`src/rtl/stream_demux.sv`:
```
// stream_demux: routes a valid/ready input stream to one of CH output channels.
// Each channel owns one WIDTH-bit holding register plus a valid flag, so a
// channel can accept a new word in the same cycle its held word is consumed.
//
// Ports
//   Clk       clock, all state updates on rising edge
//   Rst       synchronous active-high reset
//   E         enable; low blocks new input acceptance (held words still drain)
//   Sel       destination channel of the current input word
//   In        input data word
//   InValid   In/Sel valid this cycle
//   InReady   combinational: the block accepts In this cycle
//   Out       channel k data on bits [k*WIDTH +: WIDTH]
//   OutValid  bit k = channel k holds an undelivered word
//   OutReady  bit k = channel k consumer accepts this cycle
//   DropCnt   saturating count of discarded out-of-range words (DEMUX_DROP_EN only)
//
// Configuration macro: DEMUX_DROP_EN
//   defined   : Sel >= CH words are accepted whenever E is high and discarded
//   undefined : Sel >= CH words are steered to channel CH-1
module stream_demux #(
    parameter int unsigned WIDTH = 8,
    parameter int unsigned CH    = 8,
    parameter int unsigned SELW  = 3
) (
    input  logic                  Clk,
    input  logic                  Rst,
    input  logic                  E,
    input  logic [SELW-1:0]       Sel,
    input  logic [WIDTH-1:0]      In,
    input  logic                  InValid,
    output logic                  InReady,
    output logic [CH*WIDTH-1:0]   Out,
    output logic [CH-1:0]         OutValid,
    input  logic [CH-1:0]         OutReady
`ifdef DEMUX_DROP_EN
    ,
    output logic [7:0]            DropCnt
`endif
);

    logic                         in_range_c;
    logic [SELW-1:0]              dest_c;
    logic [CH-1:0]                hit_c;
    logic                         dest_free_c;
    logic                         ready_c;
    logic                         in_xfer_c;

    logic [CH-1:0][WIDTH-1:0]     data_q, data_d;
    logic [CH-1:0]                valid_q, valid_d;

`ifdef DEMUX_DROP_EN
    localparam int unsigned DROPW = 8;
    logic [DROPW-1:0]             drop_q, drop_d;
`endif

    // Destination resolution and input handshake
    always_comb begin
        in_range_c  = (32'(Sel) < CH);
`ifdef DEMUX_DROP_EN
        // Out-of-range selects hit no channel and are discarded.
        dest_c      = Sel;
`else
        dest_c      = in_range_c ? Sel : SELW'(CH - 1);
`endif
        hit_c       = '0;
        dest_free_c = 1'b0;
        for (int unsigned k = 0; k < CH; k++) begin
            hit_c[k] = (dest_c == SELW'(k));
            if (hit_c[k]) begin
                // Free if empty, or if the held word leaves this cycle.
                dest_free_c = ~valid_q[k] | OutReady[k];
            end
        end
`ifdef DEMUX_DROP_EN
        ready_c = ~Rst & E & (in_range_c ? dest_free_c : 1'b1);
`else
        ready_c = ~Rst & E & dest_free_c;
`endif
        in_xfer_c = InValid & ready_c;
    end

    // Channel next-state: drain on output handshake, then overlay the write
    always_comb begin
        valid_d = valid_q & ~OutReady;
        data_d  = data_q;
        for (int unsigned k = 0; k < CH; k++) begin
            if (in_xfer_c && hit_c[k]) begin
                data_d[k]  = In;
                valid_d[k] = 1'b1;
            end
        end
    end

`ifdef DEMUX_DROP_EN
    // Saturating drop counter
    always_comb begin
        drop_d = drop_q;
        if (in_xfer_c && !in_range_c && (drop_q != {DROPW{1'b1}})) begin
            drop_d = drop_q + DROPW'(1);
        end
    end
`endif

    // State registers
    always_ff @(posedge Clk) begin
        if (Rst) begin
            data_q  <= '0;
            valid_q <= '0;
`ifdef DEMUX_DROP_EN
            drop_q  <= '0;
`endif
        end else begin
            data_q  <= data_d;
            valid_q <= valid_d;
`ifdef DEMUX_DROP_EN
            drop_q  <= drop_d;
`endif
        end
    end

    assign InReady  = ready_c;
    assign Out      = data_q;
    assign OutValid = valid_q;
`ifdef DEMUX_DROP_EN
    assign DropCnt  = drop_q;
`endif

endmodule

```
`config.mk`:
```
export PLATFORM = sky130hd
export DESIGN_NAME = stream_demux
export DESIGN_NICKNAME = d
export VERILOG_FILES = /design/src/rtl/stream_demux.sv
export SDC_FILE = /design/constraint.sdc
export NUM_CORES = 1
export LEC_CHECK = 0
export CAP_MARGIN = 20
export CORE_ASPECT_RATIO = 1.2
export CORE_UTILIZATION = 49
export DETAILED_ROUTE_END_ITERATION = 8
export GPL_TIMING_DRIVEN = 0
export PLACE_DENSITY_LB_ADDON = 0.05
export SYNTH_ARGS = -nofsm -noshare
export SYNTH_HDL_FRONTEND = slang
export SYNTH_SLANG_ARGS = --single-unit
```
`constraint.sdc`:
```
create_clock -name Clk -period 4.6 [get_ports Clk]
set_input_delay 0.69 -clock Clk [delete_from_list [all_inputs] [get_ports Clk]]
set_output_delay 0.69 -clock Clk [all_outputs]
set_load 0.1 [all_outputs]
```
* Yosys cells after proc, flatten, opt, wreduce, memory -nomap -nowiden *
Index checks and enable logic that the tools add are counted.
Widths: inputs -> output; s select.

cells by class
  multiplexer cells = 16
  bitwise logic cells = 22
  equal/unequal tests = 7
  reductions and logical operators = 9

operator list
  kind                number
  $mux 1              16
  $eq 3x3->1 const B  4
  $not 1->1           9
  $and 8x8->8         1
  $logic_and 1x1->1   8
  $not 8->8           1
  $or 1x1->1          8
  $eq 3x2->1 const B  2
  $and 1x1->1         3
  $eq 3x1->1 const B  1
  $logic_not 3->1     1

word-level totals
  register bits = 72
  input port bits = 23
  word-level logic and storage cells = 63

* Longest topological paths before layout *
  word-level depth = 14
  mapped depth = 7
  depth with buffers taken out = 5

* Worst setup path before layout *
OpenSTA, ideal clock, no wires.

  path kind = register to output
  start = reg valid_q[3] (netlist: OutValid[3])
  end = out InReady
  arrival = 2.712 ns
  cell stages (with the launch flop) = 5
  slack = 1.198 ns
  path through = dfxtp_1 > nor2b_1 > a2111oi_2 > a211oi_2 > nor2_1

on the way
  longest elaborated chain between the ends = 8

ends and longest elaborated chain
  element                 line  source
  start, declared         50    logic [CH-1:0] valid_q, valid_d;
  start signal, assigned  115   valid_q <= valid_d;
  $not 1->1               72    dest_free_c = ~valid_q[k] | OutReady[k];
  $or 1x1->1              72
  $mux 1 (5 in a row)     70    if (hit_c[k]) begin
  $and 1x1->1             78    ready_c = ~Rst & E & dest_free_c;
  end, declared           32    output logic InReady,

Every way passes these cells.

* Worst setup path in the final report *
  start = in Sel[0]
  end = out InReady

on the way
  longest elaborated chain between the ends = 10
  elaborated cells on any way between the ends = 17
  those cells by class = 7 x eq/ne; 8 x mux; 1 x bitwise; 1 x reduce/logical

ends and longest elaborated chain
  element              line  source
  start, declared      29    input logic [SELW-1:0] Sel,
  $logic_not 3->1      69    hit_c[k] = (dest_c == SELW'(k));
  $mux 1 (7 in a row)  70
  $mux 1 *             70
  $and 1x1->1 *        78

Every way passes the cells marked *; elsewhere a longest branch is shown, timed or not.

==> Implementation_results.wiki <==
{| class="wikitable"
! Metric !! Value
|-
| Run status || completed
|-
| First-pass GRT wire length || 11100 um
|-
| Setup repair after global routing missed its margin || no
|-
| Post-synthesis register bit count || a little over 70
|-
| CP cell instances || clkdlybuf4s50_1 -> buf_4 -> nor4b_1 -> nor4_1 -> a211oi_2 -> nor2_1 -> clkdlybuf4s50_1
|-
| Power per Cell Area || approximately 310 nW/um2
|-
| Worst-skew pair later-pin latency || 0.33 ns
|-
| Diode insertion count for antenna repair || 0
|-
| Critical path origin || Sel[0]
|-
| Setup violators final || 0
|-
| Unique cell type count in the Yosys netlist || 25
|-
| Input/output buffers || 94
|-
| Max rail drop VDD || roughly 0.19 mV
|-
| Most frequent cells in the layout || 94 x sky130_fd_sc_hd__clkdlybuf4s50_1, 72 x sky130_fd_sc_hd__dfxtp_1, 71 x sky130_fd_sc_hd__nand2b_1, 65 x sky130_fd_sc_hd__mux2i_1
|-
| I/O pins || 96
|-
| Dominant synthesized flop cell || sky130_fd_sc_hd__dfxtp_1
|-
| Number of antenna violations at the first check in global routing || 0
|-
| Final critical-path share of the clock period || 87.7%
|-
| H-tree Lvls || 3
|-
| Worst-Margin Slew || 1.01 ns
|-
| Maximum single-stage delay on the critical path || between 1 and 1.5 ns
|-
| Synth warn || 0
|-
| Cell count after synthesis || around 270
|-
| Worst-path fanout max || 10
|-
| Detail-routed net length per standard cell || around 15 um
|-
| Startpoint type of the worst setup path || input port
|-
| Syn_area_per_cell || 10.7 um2
|-
| Data arrival, critical path || approximately 3.3 ns
|-
| Hold Crit Start || Out[30]
|-
| Routability Congestion || slightly above 0.8
|-
| Hold Violations, Final || 0
|-
| Worst Path Class, Setup || input port to output port
|-
| Starting density of the core || 51.1%
|-
| Final worst clock skew || 0.00527 ns
|-
| Total leakage power || ~1.6 nW
|-
| Endpoint type of the worst setup path || output port
|-
| Power Total || between 1 and 1.5 mW
|-
| Number of nets in the final layout || approximately 400
|-
| Via count of the first global-routing pass || 2307
|-
| Maximum number of pins on one net before global-route repair || 13
|-
| DRC violations left || 0
|-
| Resize count post-CTS || 0
|-
| Worst-case headroom to the max-slew limit || 32.4%
|-
| Clock tree from TritonCTS || built
|-
| Share of final-layout standard cells stronger than drive strength 1 || 7.83%
|-
| Fraction of the mapped netlist area in adder cells || 0%
|-
| Critical-path cell with the highest stage delay || sky130_fd_sc_hd__clkdlybuf4s50_1
|-
| Startpoint of the lowest-slack register-to-register path || OutValid[4]
|-
| Multiplexer fraction of the synthesized cell area || about 22%
|-
| # hold bufs at CTS || 0
|-
| Via total after detailed routing || between 2000 and 2500
|-
| Largest family of logic cells by synthesized area || multiplexers
|-
| Post-synth EDFFs || 0
|-
| Total standard cell area after synthesis || 2920 um2
|-
| Aggregate negative setup slack || 0 ns
|-
| Final worst path period need || 4.03 ns
|-
| Maximum Capacitance Violations || 0
|-
| Total core area || approximately 5700 um2
|-
| Number of optimization iterations in the first detailed-route pass || 4
|-
| Via-per-instance ratio || ~4.9
|-
| Die outline height || just under 90 um
|-
| Area growth from synthesis to layout || 43.6%
|-
| Async SR Flop Fraction || 0%
|-
| Number of inserted filler cells in the final layout || 443
|-
| Area fraction in and, or, nand and nor cells after synthesis || between 20 and 25%
|-
| Clock buffers created by TritonCTS || 9
|-
| Class of the most critical hold timing path || flop to flop
|-
| Remaining antenna violation count after routing || 0
|-
| Final Max Slew Viols || 0
|-
| Number of violations reported at the end of detailed-routing iteration 0 || 101
|-
| Xor and xnor fraction of the mapped netlist area || 0%
|-
| Complex-gate fraction of the synthesized area || ~3.3%
|-
| Total nets after synthesis || 296
|-
| Die width || about 72 um
|-
| FMAX || approximately 250 MHz
|-
| Total routing resource utilization after global routing || 23.6%
|-
| CTS Root Buffer Type || sky130_fd_sc_hd__clkbuf_8
|-
| Clock Sink Count || 72
|-
| Data required time at the worst endpoint || 3.91 ns
|-
| Detailed placement HPWL || 4940 um
|-
| Sequential share of the synthesized area || just under 50%
|-
| GRT overflow || 0
|-
| Setup Fix Bufs, Post-CTS || 0
|-
| Largest buffer count on any clock path || 2
|-
| Die Footprint || 6270 um2
|-
| Clock transition at the registers of the reported paths || 0.07 ns
|-
| Most frequent cell on the critical path || sky130_fd_sc_hd__clkdlybuf4s50_1
|-
| Final wirelength || around 7000 um
|-
| Most common cell after layout, fill and taps aside || sky130_fd_sc_hd__clkdlybuf4s50_1
|-
| Total number of placement rows || 30
|}
worst paths after layout:
path	slack (ns)	cells after the start	to
max reg2reg	2.61	6	Out[40]
min reg2reg	0.47	2	Out[30]
max	0.57	7	InReady
min	0.47	2	Out[30]
stage by stage:
stage               area, um2  hold WS (ns)  std cells  worst slack [ns]  util [%]
CTS                      4190         0.478        463             0.538      73.4
detailed placement       3960         0.464        447             0.545      69.4
global route             4190         0.491        463             0.412      73.4
floorplan                2920         0.834        273              1.20         -
finish                   4190         0.475        463             0.567      73.4
global placement         3960         0.457        447             0.588      69.4
state kept, by name, indices dropped and copies added (netlist names):
register  flops
Out          64
OutValid      8
cells in the mapped netlist, drive strengths merged, types with 2 or more instances:
library cell / count / area share [%]
mux2i: 65 / 22
nand2: 3 / 0.39
nor2b: 5 / 1.1
o21ba: 4 / 1.4
nor4: 3 / 0.64
nor4bb: 3 / 1.0
inv: 2 / 0.26
nand2b: 71 / 15
dfxtp: 72 / 49
nor3: 2 / 0.34
a21oi: 4 / 0.69
nor2: 12 / 1.6
clkbuf: 10 / 1.3
nand4b: 2 / 0.60
buf: 7 / 1.4
metal layers:
layer / up-vias / part of all wire [%] / GRT usage (%)
met3: 6 / 6.2 / 5.00
met4: 0 / 1.1 / 10.9
met2: 72 / 50 / 40.8
met5: - / 0 / 0
met1: 1070 / 43 / 27.8
li1: 1135 / - / -
report_power, final:
part | total (mW) | switching [mW] | internal (mW)
Combinational | 0.114 | 0.0706 | 0.0435
Sequential | 0.629 | 0.00208 | 0.627
Clock | 0.561 | 0.227 | 0.334
Total | 1.30 | 0.299 | 1.00
final cells by class:
class | count | area (um2) | area share [%]
multi-input cells | 182 | 1390 | 33.2
clock inverters | 5 | 78.8 | 1.88
well taps | 80 | 100 | 2.39
clock buffers | 11 | 151 | 3.61
inverters | 2 | 7.51 | 0.179
plain buffers | 17 | 77.6 | 1.85
flip-flops and latches | 72 | 1440 | 34.4
repair buffers | 94 | 941 | 22.5
critical path: cells and delay by family:
kind	cells	cell delay, ns
buffers and inverters	3	1.87
AO/OA/AOI/OAI	1	0.15
AND/OR/NAND/NOR	3	0.62
cell families (layout without fill, tap and decap cells):
family                 count (synthesis)  in the layout
AOI/OAI and AO/OA                     11             11
buffers and inverters                 19            129
DFF                                   72             72
muxes                                 65             65
and+or+nand+nor                      106            106
Note: power is estimated with default switching activity, not from simulation.
